`src/rtl/cu_pkg.sv`:
```
// Shared types and encodings for the multi-cycle control unit.
// Opcode constants, ALU/immediate/writeback/next-PC encodings, FSM states
// and the decoded control bundle carried from DECODE to later states.
package cu_pkg;

    localparam logic [6:0] OPC_R      = 7'b0110011;
    localparam logic [6:0] OPC_I      = 7'b0010011;
    localparam logic [6:0] OPC_LOAD   = 7'b0000011;
    localparam logic [6:0] OPC_STORE  = 7'b0100011;
    localparam logic [6:0] OPC_BRANCH = 7'b1100011;
    localparam logic [6:0] OPC_LUI    = 7'b0110111;
    localparam logic [6:0] OPC_AUIPC  = 7'b0010111;
    localparam logic [6:0] OPC_JAL    = 7'b1101111;
    localparam logic [6:0] OPC_JALR   = 7'b1100111;

    typedef enum logic [3:0] {
        ALU_ADD   = 4'd0,
        ALU_SUB   = 4'd1,
        ALU_AND   = 4'd2,
        ALU_OR    = 4'd3,
        ALU_XOR   = 4'd4,
        ALU_SLL   = 4'd5,
        ALU_SRL   = 4'd6,
        ALU_SLT   = 4'd7,
        ALU_SLTU  = 4'd8,
        ALU_SRA   = 4'd9,
        ALU_PASSB = 4'd10,
        ALU_NONE  = 4'd15
    } alu_op_e;

    typedef enum logic [2:0] {
        IMM_I = 3'd0,
        IMM_S = 3'd1,
        IMM_B = 3'd2,
        IMM_U = 3'd3,
        IMM_J = 3'd4
    } imm_sel_e;

    // Writeback source
    localparam logic [1:0] WB_ALU = 2'b00;
    localparam logic [1:0] WB_MEM = 2'b01;
    localparam logic [1:0] WB_PC4 = 2'b10;

    // Next-PC source
    localparam logic [1:0] NPC_PC4  = 2'b00;
    localparam logic [1:0] NPC_JAL  = 2'b01;
    localparam logic [1:0] NPC_BR   = 2'b10;
    localparam logic [1:0] NPC_JALR = 2'b11;

    // Operand selects
    localparam logic [1:0] OPA_RS1  = 2'b00;
    localparam logic [1:0] OPA_PC   = 2'b01;
    localparam logic [1:0] OPA_ZERO = 2'b10;
    localparam logic       OPB_RS2  = 1'b0;
    localparam logic       OPB_IMM  = 1'b1;

    typedef enum logic [2:0] {
        S_FETCH  = 3'd0,
        S_DECODE = 3'd1,
        S_EXEC   = 3'd2,
        S_MEM    = 3'd3,
        S_WB     = 3'd4,
        S_ERR    = 3'd5,
        S_TRAP   = 3'd6
    } state_e;

    typedef struct packed {
        alu_op_e    alu;
        imm_sel_e   imm;
        logic [1:0] op_a;
        logic       op_b;
        logic [1:0] wb_sel;
        logic       is_load;
        logic       is_store;
        logic       is_branch;
        logic       is_jal;
        logic       is_jalr;
        logic       reg_wr;
        logic       illegal;
    } ctrl_t;

    // ALU op for R-type and I-type ALU instructions; SUB exists only in R-type
    function automatic alu_op_e alu_from_fun3(input logic [2:0] f3, input logic f7,
                                              input logic is_r);
        case (f3)
            3'b000:  return (is_r && f7) ? ALU_SUB : ALU_ADD;
            3'b001:  return ALU_SLL;
            3'b010:  return ALU_SLT;
            3'b011:  return ALU_SLTU;
            3'b100:  return ALU_XOR;
            3'b101:  return f7 ? ALU_SRA : ALU_SRL;
            3'b110:  return ALU_OR;
            default: return ALU_AND;
        endcase
    endfunction

endpackage

```
`src/rtl/cu_decoder.sv`:
```
// Combinational instruction decoder: opcode/fun3/func7 -> control bundle.
// Unknown opcodes produce an all-quiet bundle with the illegal flag set.
module cu_decoder
    import cu_pkg::*;
(
    input  logic [6:0] opcode,
    input  logic [2:0] fun3,
    input  logic       func7,
    output ctrl_t      ctrl
);

    // Decode one instruction; defaults describe a harmless no-op
    always_comb begin
        ctrl        = '0;
        ctrl.alu    = ALU_NONE;
        ctrl.imm    = IMM_I;
        ctrl.op_a   = OPA_RS1;
        ctrl.op_b   = OPB_IMM;
        ctrl.wb_sel = WB_ALU;
        case (opcode)
            OPC_R: begin
                ctrl.alu    = alu_from_fun3(fun3, func7, 1'b1);
                ctrl.op_b   = OPB_RS2;
                ctrl.reg_wr = 1'b1;
            end
            OPC_I: begin
                ctrl.alu    = alu_from_fun3(fun3, func7, 1'b0);
                ctrl.reg_wr = 1'b1;
            end
            OPC_LOAD: begin
                ctrl.alu     = ALU_ADD;
                ctrl.wb_sel  = WB_MEM;
                ctrl.is_load = 1'b1;
                ctrl.reg_wr  = 1'b1;
            end
            OPC_STORE: begin
                ctrl.alu      = ALU_ADD;
                ctrl.imm      = IMM_S;
                ctrl.is_store = 1'b1;
            end
            OPC_BRANCH: begin
                // ALU forms the branch target; the comparator is external
                ctrl.alu       = ALU_ADD;
                ctrl.imm       = IMM_B;
                ctrl.op_a      = OPA_PC;
                ctrl.is_branch = 1'b1;
            end
            OPC_LUI: begin
                ctrl.alu    = ALU_PASSB;
                ctrl.imm    = IMM_U;
                ctrl.op_a   = OPA_ZERO;
                ctrl.reg_wr = 1'b1;
            end
            OPC_AUIPC: begin
                ctrl.alu    = ALU_ADD;
                ctrl.imm    = IMM_U;
                ctrl.op_a   = OPA_PC;
                ctrl.reg_wr = 1'b1;
            end
            OPC_JAL: begin
                ctrl.alu    = ALU_NONE;
                ctrl.imm    = IMM_J;
                ctrl.op_a   = OPA_PC;
                ctrl.wb_sel = WB_PC4;
                ctrl.is_jal = 1'b1;
                ctrl.reg_wr = 1'b1;
            end
            OPC_JALR: begin
                ctrl.alu     = ALU_ADD;
                ctrl.wb_sel  = WB_PC4;
                ctrl.is_jalr = 1'b1;
                ctrl.reg_wr  = 1'b1;
            end
            default: ctrl.illegal = 1'b1;
        endcase
    end

endmodule

```
`src/rtl/mc_control_unit.sv`:
```
// Multi-cycle control unit: FETCH/DECODE/EXEC/MEM/WB FSM with a memory wait
// timeout (ERR) and registered decoded controls.
// Optional: define MC_CU_TRAP_EN to send illegal opcodes to a sticky TRAP
// state; otherwise they run as a NOP that only advances the PC.
module mc_control_unit
    import cu_pkg::*;
#(
    parameter int ALU_CW   = 4,
    parameter int MAX_WAIT = 15
) (
    input  logic              clk,
    input  logic              rst_n,
    input  logic [6:0]        opcode,
    input  logic [2:0]        fun3,
    input  logic              func7,
    input  logic              mem_ready,
    input  logic              branch_taken,
    output logic [ALU_CW-1:0] ALU_C,
    output logic [1:0]        N_PC,
    output logic [2:0]        IMM_sel,
    output logic [1:0]        OP_A,
    output logic              OP_B,
    output logic [1:0]        wb_sel,
    output logic              ir_we,
    output logic              pc_we,
    output logic              reg_write,
    output logic              mem_req,
    output logic              mem_we,
    output logic              bus_err,
    output logic              illegal,
    output logic [2:0]        state_o
);

    // Last count value before the timeout fires; a ready in that cycle still wins
    localparam logic [7:0] WAIT_LAST = 8'(MAX_WAIT - 1);

    state_e     state_q, state_d;
    logic [7:0] wait_cnt;
    ctrl_t      dec, ctrl_q;
    logic       timeout;

    cu_decoder u_dec (
        .opcode (opcode),
        .fun3   (fun3),
        .func7  (func7),
        .ctrl   (dec)
    );

    assign timeout = (wait_cnt == WAIT_LAST) && !mem_ready;

    // State register
    always_ff @(posedge clk or negedge rst_n) begin
        if (!rst_n) state_q <= S_FETCH;
        else        state_q <= state_d;
    end

    // Wait counter: cleared on any state change, counts stalled memory cycles
    always_ff @(posedge clk or negedge rst_n) begin
        if (!rst_n)
            wait_cnt <= '0;
        else if (state_d != state_q)
            wait_cnt <= '0;
        else if ((state_q == S_FETCH || state_q == S_MEM) && !mem_ready)
            wait_cnt <= wait_cnt + 8'd1;
    end

    // Decoded controls captured in DECODE and held until the next DECODE
    always_ff @(posedge clk or negedge rst_n) begin
        if (!rst_n)                 ctrl_q <= '0;
        else if (state_q == S_DECODE) ctrl_q <= dec;
    end

    assign ALU_C   = ALU_CW'(ctrl_q.alu);
    assign IMM_sel = ctrl_q.imm;
    assign OP_A    = ctrl_q.op_a;
    assign OP_B    = ctrl_q.op_b;
    assign wb_sel  = ctrl_q.wb_sel;
    assign state_o = state_q;

    // Next-state and per-state strobes; all strobes forced low while in reset
    always_comb begin
        state_d   = state_q;
        ir_we     = 1'b0;
        pc_we     = 1'b0;
        reg_write = 1'b0;
        mem_req   = 1'b0;
        mem_we    = 1'b0;
        bus_err   = 1'b0;
        illegal   = 1'b0;
        N_PC      = NPC_PC4;
        case (state_q)
            S_FETCH: begin
                mem_req = 1'b1;
                if (mem_ready) begin
                    ir_we   = 1'b1;
                    state_d = S_DECODE;
                end else if (timeout) begin
                    state_d = S_ERR;
                end
            end
            S_DECODE: begin
`ifdef MC_CU_TRAP_EN
                state_d = dec.illegal ? S_TRAP : S_EXEC;
`else
                state_d = S_EXEC;
`endif
            end
            S_EXEC: begin
                if (ctrl_q.is_load || ctrl_q.is_store) begin
                    state_d = S_MEM;
                end else if (ctrl_q.is_branch) begin
                    pc_we   = 1'b1;
                    N_PC    = branch_taken ? NPC_BR : NPC_PC4;
                    state_d = S_FETCH;
                end else begin
                    state_d = S_WB;
                end
            end
            S_MEM: begin
                mem_req = 1'b1;
                mem_we  = ctrl_q.is_store;
                if (mem_ready) begin
                    if (ctrl_q.is_store) begin
                        pc_we   = 1'b1;
                        state_d = S_FETCH;
                    end else begin
                        state_d = S_WB;
                    end
                end else if (timeout) begin
                    state_d = S_ERR;
                end
            end
            S_WB: begin
                // Illegal NOPs arrive here with reg_wr clear: PC advances only
                reg_write = ctrl_q.reg_wr & ~ctrl_q.illegal;
                pc_we     = 1'b1;
                if (ctrl_q.is_jal)       N_PC = NPC_JAL;
                else if (ctrl_q.is_jalr) N_PC = NPC_JALR;
                state_d = S_FETCH;
            end
            S_ERR:  bus_err = 1'b1;
            S_TRAP: illegal = 1'b1;
            default: state_d = S_FETCH;
        endcase
        if (!rst_n) begin
            ir_we     = 1'b0;
            pc_we     = 1'b0;
            reg_write = 1'b0;
            mem_req   = 1'b0;
            mem_we    = 1'b0;
            bus_err   = 1'b0;
            illegal   = 1'b0;
            N_PC      = NPC_PC4;
        end
    end

endmodule
```
`config.mk`:
```
export PLATFORM = sky130hd
export DESIGN_NAME = mc_control_unit
export DESIGN_NICKNAME = d
export VERILOG_FILES = /design/src/rtl/cu_pkg.sv /design/src/rtl/cu_decoder.sv /design/src/rtl/mc_control_unit.sv
export SDC_FILE = /design/constraint.sdc
export NUM_CORES = 1
export LEC_CHECK = 0
export ABC_AREA = 1
export CAP_MARGIN = 20
export CORE_MARGIN = 5
export CORE_UTILIZATION = 30
export DETAILED_ROUTE_END_ITERATION = 12
export PLACE_DENSITY_LB_ADDON = 0.1
export SKIP_CTS_REPAIR_TIMING = 1
export SLEW_MARGIN = 20
export SYNTH_ARGS = -nofsm -noshare
export SYNTH_HDL_FRONTEND = slang
export SYNTH_SLANG_ARGS = --single-unit
```
`constraint.sdc`:
```
create_clock -name clk -period 1.85 [get_ports clk]
set_input_delay 0.37 -clock clk [delete_from_list [all_inputs] [get_ports clk]]
set_output_delay 0.37 -clock clk [all_outputs]
set_load 0.02 [all_outputs]
```
==> results.md, run 1 <==
- Avg Vias per Cell: 4.56
- Seq cells post-synth: 30
- Initial Util: 30.7%
- Vias: 1897
- Fin Setup TNS: -0.0149 ns
- Port buffer count: 38
- Leakage Power: 1.38 nW
- Syn-to-layout area delta: 42.5%
- First-pass GRT wire length: 8450 um
- Placed Instances: 406
- Worst-path cell chain: buf_12, inv_6, nand3_4, buf_4, a21oi_1, buf_4
- Design area: 0.00278 mm^2
- RSZ-0062 raised after global routing: yes
- R2r worst-path depth: 10
- Mapped Cells: 268
- Total CTS buffers: 5
- Final Wtd Congestion: 0.811
- Fin crit share: 101%
- Endpoints failing setup: 1
- Largest net degree at the start of global routing: 27
- Worst Setup Slack, final: -0.0149 ns
- DRT iter0 DRCs: 43
- Clock latency on the worst-skew pair: 0.29 ns
- Core Util, Final: 43.8%
- Final Max Tran Viols: 0
- Maximum vdd drop: 606 uV
- Synthesized cell area: 0.00195 mm^2
- CTS tree: built
- Slowest-stage cell, CP: dfrtp_2
- Dpl ws: -0.420 ns
- WL final: 4870 um
- Post-layout nets: 355
- Layout Skew: 0.00489 ns
- Crit path DAT: 1.49 ns
- Worst-Margin Slew: 0.348 ns
- DIE AREA: 0.00821 mm^2
- Antenna-violating nets left: 0
- Setup crit end kind: output pin
- Total GRT Usage: 12.5%
- CP Launch Type: flop
- Status: complete, but fails checks
- Congestion Overflow GR: 0
- Max clock buf depth: 2
- Max cap viols: 0
- Drt pass-1 iters: 4
- Routed length per placed instance: 11.7 um
- Failing checks: negative setup slack
- Clock sink count: 30
- Cell Pwr Density: 1240 mW/mm^2
- Crit path largest cell delay: 0.45 ns
- Relative slew slack: 76.6%
- Final HPWL DP: 3790 um
- Min Tclk post-route: 1.86 ns
- Crit Path Class: flop to output pin
- CTS root buf: clkbuf_8
- Top cell by count, worst path: buf_4
- Clk slew on worst S/H paths: 0.07 ns
- Cell Area, Placed: 0.00263 mm^2
- Die X: 90.6 um
- DRC: 0
- Initial antenna violation count: 0
- Vias in the first global route: 1901
- Post-Layout Cell Count: 416
- Warning count from the yosys run: 0
- Layout cells sized above 1: 27.1%
- I/O Pins: 39
- Mean Syn Cell Area: 7.28 um^2
- Count of unique library cells instantiated by Yosys: 31
- Fin. Hold Viols: 0
- Core Region: 0.00635 mm^2
- Rows: 29
- Diodes inserted: 0
- CTS H-tree lvls: 2
- Die Y: 90.6 um
- Crit path required time: 1.48 ns
- Seq/Total Area, Yosys: 38.5%
- Crit path max fanout: 6
- Max Clock Freq: 536 MHz
- HP Class: input pin to asynchronous set/reset pin
- Syn nets: 285
cell usage in the layout, fill, tap and decap left out, drive strengths merged:
| master | synthesis | layout |
|---|---|---|
| a21oi | 10 | 10 |
| inv | 37 | 37 |
| o21a | 2 | 2 |
| nand3 | 22 | 22 |
| clkinv | 0 | 1 |
| clkinvlp | 0 | 1 |
| o22ai | 1 | 1 |
| xor2 | 4 | 4 |
| nor2 | 28 | 28 |
| nor4 | 2 | 2 |
| nand2 | 75 | 75 |
| a31oi | 1 | 1 |
| o21ai | 14 | 14 |
| dfrtp | 30 | 30 |
| ha | 2 | 2 |
| buf | 14 | 48 |
| nand4 | 4 | 4 |
| nor3 | 18 | 18 |
| a32oi | 1 | 1 |
| a22o | 1 | 1 |
| o211ai | 1 | 1 |
| clkdlybuf4s50 | 0 | 27 |
| clkbuf | 1 | 6 |
| dlymetal6s2s | 0 | 3 |
Yosys cell counts, drive strengths merged:
master | instances | area share [%]
nand2 | 75 | 16
inv | 37 | 7.4
dfrtp | 30 | 38
nor2 | 28 | 5.4
nand3 | 22 | 6.8
nor3 | 18 | 6.7
buf | 14 | 5.5
o21ai | 14 | 3.6
a21oi | 10 | 2.8
nand4 | 4 | 1.3
xor2 | 4 | 1.8
ha | 2 | 1.3
nor4 | 2 | 0.64
o21a | 2 | 0.77
a22o | 1 | 0.45
a31oi | 1 | 0.32
a32oi | 1 | 0.45
clkbuf | 1 | 0.19
o211ai | 1 | 0.39
o22ai | 1 | 0.32
sequential cells by signal, indices dropped and copies added (netlist names):
signal / count
IMM_sel: 3
OP_B: 1
wb_sel: 2
ALU_C: 4
OP_A: 2
wait_cnt: 8
ctrl_q: 7
state_o: 3
worst max-delay path: cells and delay by family (launching register included):
kind            cells  cell delay [ns]
flops               1             0.45
simple gates        1             0.06
buf+inv             4             0.53
compound gates      1             0.17
per-stage QoR:
stage	total power, mW	hold WS [ns]
after floorplan	2.09	0.0744
after global placement	2.88	0.470
after detailed placement	2.88	0.474
after CTS	3.45	0.446
after global routing	3.72	0.477
final	3.45	0.458
area by class of cell:
type | instances | area (um^2)
fillers | 655 | 3570
clock inverters | 2 | 12.5
multi-input cells | 186 | 1010
inverters | 37 | 144
clock buffers | 6 | 82.6
well taps | 77 | 96.3
flip-flops and latches | 30 | 752
repair buffers | 78 | 683
cell families after synthesis:
logic type	share of synthesized area, %
AND/OR/NAND/NOR	36.4
buffers and inverters	13.0
AO/OA/AOI/OAI	9.04
flip-flops	38.5
XOR/XNOR	1.80
adder cells (fa/ha/maj)	1.28
power breakdown:
group          leakage (nW)  internal (mW)  total [mW]  switching (mW)
Combinational         0.946          0.859        1.96            1.10
Clock                0.0472          0.299       0.565           0.266
Sequential            0.385          0.821       0.926           0.105
Total                  1.38           1.98        3.45            1.47
routing by layer:
metal  up-vias  global-route usage, %  wire length, um
li1       1002                      -                -
met1       858                   15.3             2270
met2        31                   20.7             2300
met3         6                   3.83              227
met4         0                   4.09               70
met5         -                      0                0
final timing paths:
kind	endpoint	start	slack, ns
max	mem_req	state_o[2]	-0.01
min	state_o[0]	rst_n	0.46
max reg2reg	wait_cnt[3]	state_o[2]	0.11
min reg2reg	OP_B	OP_B	0.49
max in group asynchronous	state_o[2]	rst_n	1.00
min in group clk	OP_B	OP_B	0.49
(Power assumes the default switching activity.)
==> run 2, diff against run 1 <==
--- a/config.mk
+++ b/config.mk
@@ -7,8 +7,8 @@
 export LEC_CHECK = 0
 export ABC_AREA = 1
 export CAP_MARGIN = 20
-export CORE_MARGIN = 5
-export CORE_UTILIZATION = 30
+export CORE_MARGIN = 1.5
+export CORE_UTILIZATION = 51
 export DETAILED_ROUTE_END_ITERATION = 12
 export PLACE_DENSITY_LB_ADDON = 0.1
 export SKIP_CTS_REPAIR_TIMING = 1
==> results.md, run 2 (synthesized netlist as in run 1, its figures left out) <==
- Die X: 64.8 um (-28%)
- Largest register FFs: 8 (unchanged)
- Crit-path leading delay family: buffers and inverters
- Max clock buf depth: 2 (unchanged)
- Fin crit share: 101% (+0.30 points)
- Commonest non-fill, non-tap cells in the layout: nand2_1 (64), buf_4 (41), inv_1 (30), dfrtp_1 (29), clkdlybuf4s50_1 (27)
- Initial Util: 53.3% (+23 points)
- Max Clock Freq: 535 MHz (-0.30%)
- Routed length per placed instance: 11.6 um (-0.78%)
- Register area: 752 um^2 (unchanged)
- Layout Skew: 0.00557 ns (+0.000673 ns)
- Port buffer count: 38 (unchanged)
- Die Y: 64.8 um (-28%)
- Crit path max fanout: 6 (unchanged)
- Diodes inserted: 0 (unchanged)
- Fin Setup TNS: -0.0441 ns (-0.0292 ns)
- Avg Vias per Cell: 4.96 (+8.8%)
- Endpoints failing setup: 3 (+2)
- DRC: 0 (unchanged)
- Min Tclk post-route: 1.87 ns (+0.00553 ns)
- Fin. Hold Viols: 0 (unchanged)
- Core Region: 0.00366 mm^2 (-42%)
- Post-layout nets: 356 (+0.28%)
- Drt pass-1 iters: 4 (unchanged)
- Clock sink count: 30 (unchanged)
- Design Power: 3.57 mW (+3.4%)
- Congestion Overflow GR: 0 (unchanged)
- Final HPWL DP: 3270 um (-14%)
- Fillers: 281 (-57%)
- Multi-input logic area: 0.00104 mm^2 (+2.7%)
- Crit Path Class: flop to output pin
- DIE AREA: 0.00420 mm^2 (-49%)
- Setup crit end kind: output pin
- Layout cells sized above 1: 28.5% (+1.4 points)
- Total GRT Usage: 23.1% (+11 points)
- Worst-Margin Slew: 0.324 ns (-0.0243 ns)
- Leakage Power: 1.40 nW (+1.8%)
- Dpl ws: -0.405 ns (+0.0145 ns)
- Core Util, Final: 76.7% (+33 points)
- Cell Pwr Density: 1270 mW/mm^2 (+2.3%)
- Top cell by count, worst path: buf_4
- Antenna-violating nets left: 0 (unchanged)
- Worst path bufs/invs: 4 (unchanged)
- Relative slew slack: 78.2% (+1.6 points)
- Rows: 22 (-24%)
- Crit path largest cell delay: 0.46 ns (about the same)
- Worst Setup Slack, final: -0.0205 ns (-0.00553 ns)
- Failing checks: negative setup slack
- Initial antenna violation count: 0 (unchanged)
- Cell Area, Placed: 0.00258 mm^2 (-2.0%)
- CTS tree: built
- HP Class: flop to flop
- Vias in the first global route: 1764 (-7.2%)
- DRT iter0 DRCs: 112 (+160%)
- Crit path DAT: 1.50 ns (about the same)
- CP Launch Type: flop
- Final Wtd Congestion: 0.842 (+3.8%)
- Design area: 0.00281 mm^2 (+1.0%)
- CTS root buf: clkbuf_8
- Final Max Tran Viols: 0 (unchanged)
- Largest net degree at the start of global routing: 27 (unchanged)
- Clock latency on the worst-skew pair: 0.28 ns (about the same)
- Register with the most flip-flops: wait_cnt
- Crit path required time: 1.48 ns (about the same)
- Syn-to-layout area delta: 43.9%
- Vias: 1925 (+1.5%)
- First-pass GRT wire length: 7470 um (-12%)
- Worst-path cell chain: buf_12, inv_6, nand3_4, buf_4, a21oi_1, buf_4
- Clk slew on worst S/H paths: 0.07 ns (about the same)
- RSZ-0062 raised after global routing: yes
- Max cap viols: 0 (unchanged)
- WL final: 4500 um (-7.5%)
- I/O Pins: 39 (unchanged)
- Slowest-stage cell, CP: dfrtp_2
- Total CTS buffers: 5 (unchanged)
- Maximum vdd drop: 941 uV (+55%)
- CTS H-tree lvls: 2 (unchanged)
- Most common cell after layout, fill and taps aside: nand2_1
- Status: complete, but fails checks
run 2: cell types whose count changed in the layout (fill, tap and decap cells not counted), moves of 2 or more:
cell,delta
nand2_2,+3
nor2_1,-2
buf_6,+3
nand3_1,-2
nand3_2,+2
inv_2,-2
inv_1,+2
nand2_1,-3
buf_2,-3
run 2: area by class of cell:
cell class                 instances  area share (%)
tap                               48            2.14
clock buffer                       7            3.07
sequential                        30            26.8
multi-input combinational        186            36.9
timing repair buffer              79            25.8
inverter                          37            5.12
clock inverter                     1           0.178
run 2: layer usage:
metal,track usage [%],share of wire [%]
met4,8.78,1.8
met5,0,0
met3,4.51,3.6
met1,30.0,45
met2,37.9,50
run 2: stage by stage:
step                hold WS [ns]  instances
floorplan                 0.0744        268
global placement           0.468        375
detailed placement         0.469        375
CTS                        0.454        383
global route               0.509        388
finish                     0.485        388
run 2: power breakdown:
| part | internal, mW | total [mW] | leakage [nW] | switching [mW] |
|---|---|---|---|---|
| registers | 0.822 | 0.926 | 0.385 | 0.104 |
| clock network | 0.300 | 0.546 | 0.0482 | 0.247 |
| logic | 0.944 | 2.10 | 0.970 | 1.15 |
| total | 2.07 | 3.57 | 1.40 | 1.50 |
run 2: final timing paths:
| kind | start | to | cells past startpoint | slack [ns] |
|---|---|---|---|---|
| worst min register to register | ALU_C[3] | ALU_C[3] | 2 | 0.48 |
| worst max-delay path | state_o[2] | mem_req | 6 | -0.02 |
| max in group asynchronous | rst_n | state_o[2] | 2 | 0.99 |
| min in group asynchronous | rst_n | wait_cnt[0] | 2 | 0.49 |
| worst min-delay path | ALU_C[3] | ALU_C[3] | 2 | 0.48 |
| worst max register to register | state_o[2] | wait_cnt[0] | 10 | 0.08 |
run 2: worst min-delay path: stages (launching register included):
cell and delay, ns:
dfrtp_1 0.34, nand2_1 0.06, nand2_1 0.05
==> run 3, diff against run 2 <==
--- a/config.mk
+++ b/config.mk
@@ -11,6 +11,7 @@
 export CORE_UTILIZATION = 51
 export DETAILED_ROUTE_END_ITERATION = 12
 export PLACE_DENSITY_LB_ADDON = 0.1
+export SETUP_SLACK_MARGIN = 0.05
 export SKIP_CTS_REPAIR_TIMING = 1
 export SLEW_MARGIN = 20
 export SYNTH_ARGS = -nofsm -noshare
==> results.md, run 3 (synthesized netlist as in run 1, its figures left out) <==
- Die Y: 64.8 um (unchanged)
- Most common cell after layout, fill and taps aside: nand2_1
- Worst-Margin Slew: 0.321 ns (-0.00262 ns)
- First-pass GRT wire length: 7470 um (unchanged)
- Clock sink count: 30 (unchanged)
- Final HPWL DP: 3270 um (unchanged)
- Layout cells sized above 1: 31.2% (+2.6 points)
- HP Class: flop to flop
- Port buffer count: 38 (unchanged)
- Placed Instances: 375 (unchanged)
- Worst Setup Slack, final: -0.0401 ns (-0.0197 ns)
- Largest net degree at the start of global routing: 27 (unchanged)
- Slowest-stage cell, CP: dfrtp_2
- Fin Setup TNS: -0.0440 ns (+0.000158 ns)
- Max clock buf depth: 2 (unchanged)
- Dpl ws: -0.405 ns (unchanged)
- Rows: 22 (unchanged)
- DIE AREA: 0.00420 mm^2 (unchanged)
- Maximum vdd drop: 982 uV (+4.4%)
- Syn-to-layout area delta: 47.1%
- CTS H-tree lvls: 2 (unchanged)
- Max cap viols: 0 (unchanged)
- Core Region: 0.00366 mm^2 (unchanged)
- Setup crit end kind: output pin
- Fin crit share: 102% (+1.1 points)
- Antenna-violating nets left: 0 (unchanged)
- Initial Util: 53.3% (unchanged)
- Vias: 1937 (+0.62%)
- Diodes inserted: 0 (unchanged)
- Post-layout nets: 356 (unchanged)
- Register with the most flip-flops: wait_cnt
- Fillers: 271 (-3.6%)
- CTS tree: built
- Commonest non-fill, non-tap cells in the layout: nand2_1 (60), buf_4 (40), inv_1 (30), dfrtp_1 (29), clkdlybuf4s50_1 (26)
- Total GRT Usage: 23.1% (unchanged)
- Routed length per placed instance: 12.0 um (+3.8%)
- Crit path required time: 1.48 ns (about the same)
- Crit-path leading delay family: buffers and inverters
- CP Launch Type: flop
- Cell Pwr Density: 1290 mW/mm^2 (+1.2%)
- Total CTS buffers: 5 (unchanged)
- Drt pass-1 iters: 4 (unchanged)
- Crit path DAT: 1.52 ns (+0.02 ns)
- Die X: 64.8 um (unchanged)
- Cell Area, Placed: 0.00258 mm^2 (unchanged)
- DRC: 0 (unchanged)
- Fin. Hold Viols: 0 (unchanged)
- Endpoints failing setup: 2 (-1)
- Crit path max fanout: 6 (unchanged)
- Relative slew slack: 78.4% (+0.18 points)
- RSZ-0062 raised after global routing: yes
- Post-Layout Cell Count: 388 (unchanged)
- DRT iter0 DRCs: 105 (-6.3%)
- Crit Path Class: flop to output pin
- Initial antenna violation count: 0 (unchanged)
- Leakage Power: 1.41 nW (+0.59%)
- Largest register FFs: 8 (unchanged)
- Worst path bufs/invs: 4 (unchanged)
- Vias in the first global route: 1764 (unchanged)
- Clock latency on the worst-skew pair: 0.28 ns (about the same)
- WL final: 4670 um (+3.8%)
- Design Power: 3.69 mW (+3.4%)
- Max Clock Freq: 529 MHz (-1.0%)
- Min Tclk post-route: 1.89 ns (+0.0197 ns)
- Avg Vias per Cell: 4.99 (+0.62%)
- Layout Skew: 0.00693 ns (+0.00136 ns)
- Top cell by count, worst path: buf_4
- Final Wtd Congestion: 0.842 (unchanged)
- Final Max Tran Viols: 0 (unchanged)
- Crit path largest cell delay: 0.46 ns (about the same)
- Worst-path cell chain: buf_12, clkinv_8, nand3_4, buf_4, a21oi_1, buf_4
- Congestion Overflow GR: 0 (unchanged)
- Status: complete, but fails checks
- Failing checks: negative setup slack
- I/O Pins: 39 (unchanged)
- Clk slew on worst S/H paths: 0.07 ns (about the same)
- CTS root buf: clkbuf_8
- Design area: 0.00287 mm^2 (+2.2%)
[run 3: cell count changes in the layout (fill, tap and decap cells not counted), sizes merged]
cell / before / now
clkbuf: 9 / 10
clkdlybuf4s50: 27 / 26
clkinv: 1 / 2
inv: 37 / 36
[run 3: cell type report]
class | instances | area (um^2) | share of cell area [%]
inverter | 37 | 151 | 5.28
sequential | 30 | 752 | 26.2
timing repair buffer | 79 | 723 | 25.2
multi-input combinational | 186 | 1090 | 38.0
clock inverter | 1 | 5.00 | 0.174
tap | 48 | 60.1 | 2.09
clock buffer | 7 | 86.3 | 3.01
[run 3: per-layer routing]
| layer | part of all wire [%] | GRT usage, % | vias up | wire length, um |
|---|---|---|---|---|
| met5 | 0 | 0 | - | 0 |
| met4 | 1.5 | 8.78 | 0 | 72 |
| met3 | 4.4 | 4.51 | 9 | 205 |
| met2 | 51 | 37.9 | 45 | 2400 |
| met1 | 43 | 30.0 | 892 | 1990 |
| li1 | - | - | 991 | - |
[run 3: tightest hold or removal path, cell delays in order, from the launching register on]
cell	delay [ns]
dfrtp_1	0.34
nand2_1	0.06
nand2_1	0.05
[run 3: worst paths after layout]
path | endpoint | startpoint | slack, ns | cells past startpoint
worst max register to register | wait_cnt[3] | state_o[2] | 0.09 | 11
max in group asynchronous | state_o[2] | rst_n | 0.98 | 2
worst min register to register | ALU_C[3] | ALU_C[3] | 0.48 | 2
worst max-delay path | mem_req | state_o[2] | -0.04 | 6
min in group asynchronous | wait_cnt[4] | rst_n | 0.49 | 2
worst min-delay path | ALU_C[3] | ALU_C[3] | 0.48 | 2
[run 3: stage by stage]
| stage | utilization, % | hold slack (ns) |
|---|---|---|
| 2_1_floorplan | - | 0.0744 |
| 3_3_place_gp | 70.4 | 0.468 |
| 3_5_place_dp | 70.4 | 0.469 |
| 4_1_cts | 72.9 | 0.454 |
| 5_1_grt | 78.4 | 0.509 |
| 6_report | 78.4 | 0.484 |
[run 3: power by group]
part	switching [mW]	leakage, nW	internal [mW]
Sequential	0.104	0.385	0.822
Combinational	1.24	0.978	0.980
Clock	0.247	0.0482	0.300
Total	1.59	1.41	2.10
